## src/rtl/muldiv_seq.sv

```systemverilog
// Multi-cycle 32x32 multiply / 32/32 divide sequencer for the EX stage.
// Signed ops work on magnitudes; the result sign is restored in the FIX state.
module muldiv_seq (
   input  logic        clk,
   input  logic        rst_n,
   input  logic        start,
   input  logic [1:0]  op,
   input  logic [31:0] a,
   input  logic [31:0] b,
   input  logic        flush,
   output logic        busy,
   output logic        stall,
   output logic        done,
   output logic [31:0] hi,
   output logic [31:0] lo,
   output logic        div_by_zero
);
   localparam int DATA_W = 32;

   typedef enum logic [2:0] {S_IDLE, S_PREP, S_CALC, S_FIX, S_DONE} state_t;

   state_t              state, state_nxt;
   logic [4:0]          cnt;
   logic [1:0]          op_q;
   logic [DATA_W-1:0]   a_q, b_q;
   logic [DATA_W-1:0]   dvs;
   logic [DATA_W:0]     acc;
   logic [DATA_W-1:0]   mq;
   logic                neg_res, neg_rem;

   function automatic logic [DATA_W-1:0] neg32(input logic [DATA_W-1:0] x);
      return ~x + 1'b1;
   endfunction

   function automatic logic [2*DATA_W-1:0] neg64(input logic [2*DATA_W-1:0] x);
      return ~x + 1'b1;
   endfunction

   logic accept, is_div, sgn, dz;
   logic [DATA_W-1:0] mag_a, mag_b;
   assign accept = (state == S_IDLE) && start && !flush;
   assign is_div = op_q[1];
   assign sgn    = !op_q[0];
   assign dz     = is_div && (b_q == '0);
   assign mag_a  = (sgn && a_q[DATA_W-1]) ? neg32(a_q) : a_q;
   assign mag_b  = (sgn && b_q[DATA_W-1]) ? neg32(b_q) : b_q;

   // One shift-add (multiply) or one restoring trial subtract (divide) per CALC cycle
   logic [DATA_W:0] add_t, shifted, trial;
   logic            ge;
   assign add_t   = acc + (mq[0] ? {1'b0, dvs} : '0);
   assign shifted = {acc[DATA_W-1:0], mq[DATA_W-1]};
   assign trial   = shifted - {1'b0, dvs};
   assign ge      = (shifted >= {1'b0, dvs});

   logic [2*DATA_W-1:0] prod, prod_s;
   logic [DATA_W-1:0]   res_hi, res_lo;
   always_comb begin
      prod   = {acc[DATA_W-1:0], mq};
      prod_s = neg_res ? neg64(prod) : prod;
      if (is_div) begin
         res_hi = neg_rem ? neg32(acc[DATA_W-1:0]) : acc[DATA_W-1:0];
         res_lo = neg_res ? neg32(mq) : mq;
      end else begin
         res_hi = prod_s[2*DATA_W-1:DATA_W];
         res_lo = prod_s[DATA_W-1:0];
      end
   end

   always_ff @(posedge clk or negedge rst_n) begin
      if (!rst_n) state <= S_IDLE;
      else        state <= state_nxt;
   end

   always_ff @(posedge clk or negedge rst_n) begin
      if (!rst_n)                          cnt <= '0;
      else if (state == S_CALC && !flush)  cnt <= cnt + 5'd1;
      else                                 cnt <= '0;
   end

   always_comb begin
      state_nxt = state;
      busy      = (state != S_IDLE);
      done      = (state == S_DONE);
      stall     = (busy && !done) || (start && !busy && !flush);
      case (state)
         S_IDLE: if (start) state_nxt = S_PREP;
         S_PREP: state_nxt = dz ? S_DONE : S_CALC;
         S_CALC: if (cnt == 5'd31) state_nxt = S_FIX;
         S_FIX:  state_nxt = S_DONE;
         S_DONE: state_nxt = S_IDLE;
         default: state_nxt = S_IDLE;
      endcase
      if (flush) state_nxt = S_IDLE;
   end

   // Operand and iteration registers carry no reset; they are always loaded before use
   always_ff @(posedge clk) begin
      if (accept) begin
         op_q <= op;
         a_q  <= a;
         b_q  <= b;
      end
      case (state)
         S_PREP: begin
            acc     <= '0;
            mq      <= mag_a;
            dvs     <= mag_b;
            neg_res <= sgn && (a_q[DATA_W-1] ^ b_q[DATA_W-1]);
            neg_rem <= sgn && is_div && a_q[DATA_W-1];
         end
         S_CALC: begin
            if (is_div) begin
               acc <= ge ? trial : shifted;
               mq  <= {mq[DATA_W-2:0], ge};
            end else begin
               acc <= {1'b0, add_t[DATA_W:1]};
               mq  <= {add_t[0], mq[DATA_W-1:1]};
            end
         end
         default: ;
      endcase
   end

   // Results change only on a completed operation; a flushed one leaves them alone
   always_ff @(posedge clk or negedge rst_n) begin
      if (!rst_n) begin
         hi          <= '0;
         lo          <= '0;
         div_by_zero <= 1'b0;
      end else begin
         if (accept) div_by_zero <= 1'b0;
         if (!flush) begin
            if (state == S_FIX) begin
               hi <= res_hi;
               lo <= res_lo;
            end else if (state == S_PREP && dz) begin
               hi          <= a_q;
               lo          <= '1;
               div_by_zero <= 1'b1;
            end
         end
      end
   end

endmodule

```

## config.mk

```make
export PLATFORM = sky130hd
export DESIGN_NAME = muldiv_seq
export DESIGN_NICKNAME = d
export VERILOG_FILES = /design/src/rtl/muldiv_seq.sv
export SDC_FILE = /design/constraint.sdc
export NUM_CORES = 1
export LEC_CHECK = 0
export BUFFER_PORTS_ARGS = -buffer_cell sky130_fd_sc_hd__buf_2
export CORE_MARGIN = 3
export CORE_UTILIZATION = 35
export CTS_BUF_LIST = sky130_fd_sc_hd__clkbuf_2
export CTS_CLUSTER_DIAMETER = 150
export DETAILED_ROUTE_END_ITERATION = 8
export SETUP_SLACK_MARGIN = 0.3
export SLEW_MARGIN = 20
export SYNTH_ARGS = -nofsm -noshare
export SYNTH_HDL_FRONTEND = slang
export SYNTH_SLANG_ARGS = --single-unit
```

## constraint.sdc

```tcl
create_clock -name clk -period 3.7 [get_ports clk]
set_input_delay 0.925 -clock clk [delete_from_list [all_inputs] [get_ports clk]]
set_output_delay 0.925 -clock clk [all_outputs]
set_load 0.005 [all_outputs]
```

==> reports/results.txt <==
GRT Residual Overflow: 0
# setup viols final: 0
Worst Path Required: 4.57 ns
Mapped Avg Cell Area: 9.239 sq um
RSZ-0062 raised after global routing: yes
Startpoint types: register
Final worst-path cycle share: 89.28%
Crit path kind: reg -> reg
Top FF cell, synth: edfxtp_1
P&R area growth vs syn: 20.44%
Slowest stage cell, crit path: or4_1
CTS Buf Count: 67
Worst slew pin tran: 0.9608 ns
Post-synth ARST share: 30.67%
CTS tree: done
Routability-driven placement congestion ratio: 0.9187
Largest family of logic cells by synthesized area: compound AO/OA/AOI/OAI gates
Share of post-route cells with drive strength above 1: 20.05%
Final hold viol count: 0
Initial antenna violation count: 2
Yosys cell types: 71
Number of flops mapped to enable cells by yosys: 165
Largest stage delay on the critical path: 0.60 ns
Post-route setup TNS: 0 ns
Slew HR: 35.88%
Dpl cells: 2,465
Final period demand of the worst path: 3.303 ns
Logic pwr share: 29.3%
Via count: 14,851
Die width: 220.1 um
Crit-path cells: ha_1, nand2_1, or4_1, o221a_2, nand3_2, inv_1, or4_1, a211oi_2
Status: finished clean
Hold Slack: 0.08888 ns
CTS clock-pin slew for the worst setup and hold paths: 0.11 ns
CP max FO: 6
# rows: 77
Finished Layout Cells: 2,662
Total GRT Usage: 21.45%
Psw: 2.856 mW
Internal Pwr Total: 5.013 mW
Die span in y: 220.1 um
Complex-gate fraction of the synthesized area: 19.07%
Mapped cell area: 16,050 sq um
Synthesis warning total: 0
Clk pwr share: 25.3%
Placed cell area: 17,820 sq um
DP HPWL: 39,290 um
Post-synthesis sequential area ratio: 42.26%
Drt total wl: 53,330 um
Maximum vdd drop: 0.2374 mV
Vias per cell: 5.579
Finished Cell Area: 19,330 sq um
Drc violations: 0
Clock skew: 0.1252 ns
Worst-case clock buffer depth: 3
Vias in the first global route: 14,368
Pwr Density: 407.1 nW/um^2
First-pass GRT wire length: 80,100 um
Commonest non-fill, non-tap cell in the layout: nor2_1
Starting DRT DRC Count: 1,413
Most used cell, CP: or4_1
Post-synthesis mux area share: 3.321%
Overall Power: 7.869 mW
Sw Ratio: 36.29%
Sequential power share: 45.4%
Pre-antenna DRT Iters: 6
Yosys reg bits: 238
CP endpoint kind: register
Maxcap violations: 0
Nets@finish: 2,159
Clock Sinks: 238
Cells after synthesis: 1,737
Initial core utilization: 35.82%
Post-Synth Simple-Gate Area: 16.64%
PortBufs: 137
Largest net degree at the start of global routing: 74
Commonest non-fill, non-tap cells in the layout: nor2_1 (176), a21oi_1 (169), edfxtp_1 (165)
Core area: 44,800 sq um
F_max: 302.7 MHz
Synth Area in Adders: 5.707%
Io pins: 138
Worst-Skew Late Latency: 1.06 ns
Worst Hold Class: in -> reg
Final Max Tran Viols: 0
Worst Path Arrival: 4.17 ns
CTS H-tree lvls: 3
Synth Area in XOR/XNOR: 9.387%
Antenna Violating Nets Remaining: 0
Pleak: 7.994 nW
CTS root buf: clkbuf_2
Routed wire per std cell: 20.04 um
Die Area: 48,460 sq um
Post-Synthesis Net Count: 1,879
[per-stage QoR]
| stage | util [%] | setup WS, ns |
|---|---|---|
| 6_report | 43.14 | 0.3966 |
| 5_1_grt | 43.14 | 0.2272 |
| 4_1_cts | 41.93 | 0.3160 |
| 3_5_place_dp | 39.78 | 0.1362 |
| 3_3_place_gp | 39.78 | 0.2101 |
| 2_1_floorplan | - | 0.4436 |
[Yosys cell counts (36+ instances only)]
| cell type | number | area share, % |
|---|---|---|
| nor3_1 | 45 | 1.4 |
| dfrtp_1 | 73 | 11 |
| nand2_1 | 138 | 3.2 |
| nor2_1 | 180 | 4.2 |
| inv_1 | 63 | 1.5 |
| nand3_1 | 36 | 1.1 |
| clkbuf_1 | 69 | 1.6 |
| edfxtp_1 | 165 | 31 |
| xor2_1 | 87 | 4.7 |
| xnor2_1 | 85 | 4.6 |
| mux2i_1 | 51 | 3.2 |
| o21ai_0 | 116 | 3.6 |
| ha_1 | 70 | 5.5 |
| a21oi_1 | 174 | 5.4 |
[worst max-delay path, delay by kind of cell (launching register included)]
family	cells	cell delay [ns]
AO/OA/AOI/OAI	2	0.53
adder cells (fa/ha/maj)	1	0.49
buffers and inverters	1	0.13
flip-flops	1	0.53
AND/OR/NAND/NOR	4	1.45
[sequential cells by signal (all words and copies together) (netlist names)]
signal / cells
state: 3
neg_res: 1
op_q: 2
cnt: 5
acc: 33
b_q: 32
hi: 32
neg_rem: 1
lo: 32
dvs: 32
mq: 32
div_by_zero: 1
a_q: 32
[power groups by stage]
stage	logic, mW	registers, mW	clock network, mW
final	2.31	3.57	1.99
after CTS	2.21	3.57	2.04
after global placement	2.15	3.62	0
after floorplan	1.33	3.54	0
after detailed placement	2.17	3.63	0
after global routing	2.56	3.60	2.21
[metal layers]
metal / up-vias / track usage (%) / wire (um)
met5: - / 0 / 0
met4: 0 / 10.00 / 2467
met3: 147 / 4.724 / 3950
met2: 602 / 34.75 / 24550
met1: 7098 / 27.41 / 22360
li1: 7004 / - / -
[final cells by class]
class | count | area (sq um)
antenna | 5 | 12.51
timing repair inverter | 2 | 13.76
timing repair buffer | 288 | 2001
inverter | 65 | 261.5
sequential | 238 | 6782
clock buffer | 97 | 485.5
tap | 592 | 740.7
clock inverter | 20 | 116.4
multi-input combinational | 1355 | 8916
fill | 4445 | 25470
[logic make-up (layout without fill, tap and decap cells)]
kind of cell    Yosys count  count (layout)
buf+inv                 147             472
other cells               0               5
fa+ha+maj                72              72
xor+xnor                172             172
simple gates            553             556
mux                      53              53
compound gates          502             502
flops                   238             238
[worst paths after layout]
kind	endpoint	from	depth (start not counted)	slack, ns
min reg2reg	cnt[0]	cnt[0]	1	0.47
max reg2reg	acc[23]	acc[9]	8	0.40
max	acc[23]	acc[9]	8	0.40
max in group asynchronous	lo[10]	rst_n	2	2.48
min	a_q[30]	a[30]	1	0.09
min in group asynchronous	hi[3]	rst_n	2	0.57
[repair_timing]
| action | CTS | global route |
|---|---|---|
| endpoints found under the hold margin | 67 | 21 |
| buffers inserted | 4 | 19 |
| hold buffers | 26 | 21 |
| gates cloned | 2 | 3 |
| resized for setup | 12 | 39 |
| endpoints found under the setup margin | 27 | 81 |
| pin swaps | 3 | 11 |
No activity file was read; power rests on OpenSTA's default activity.
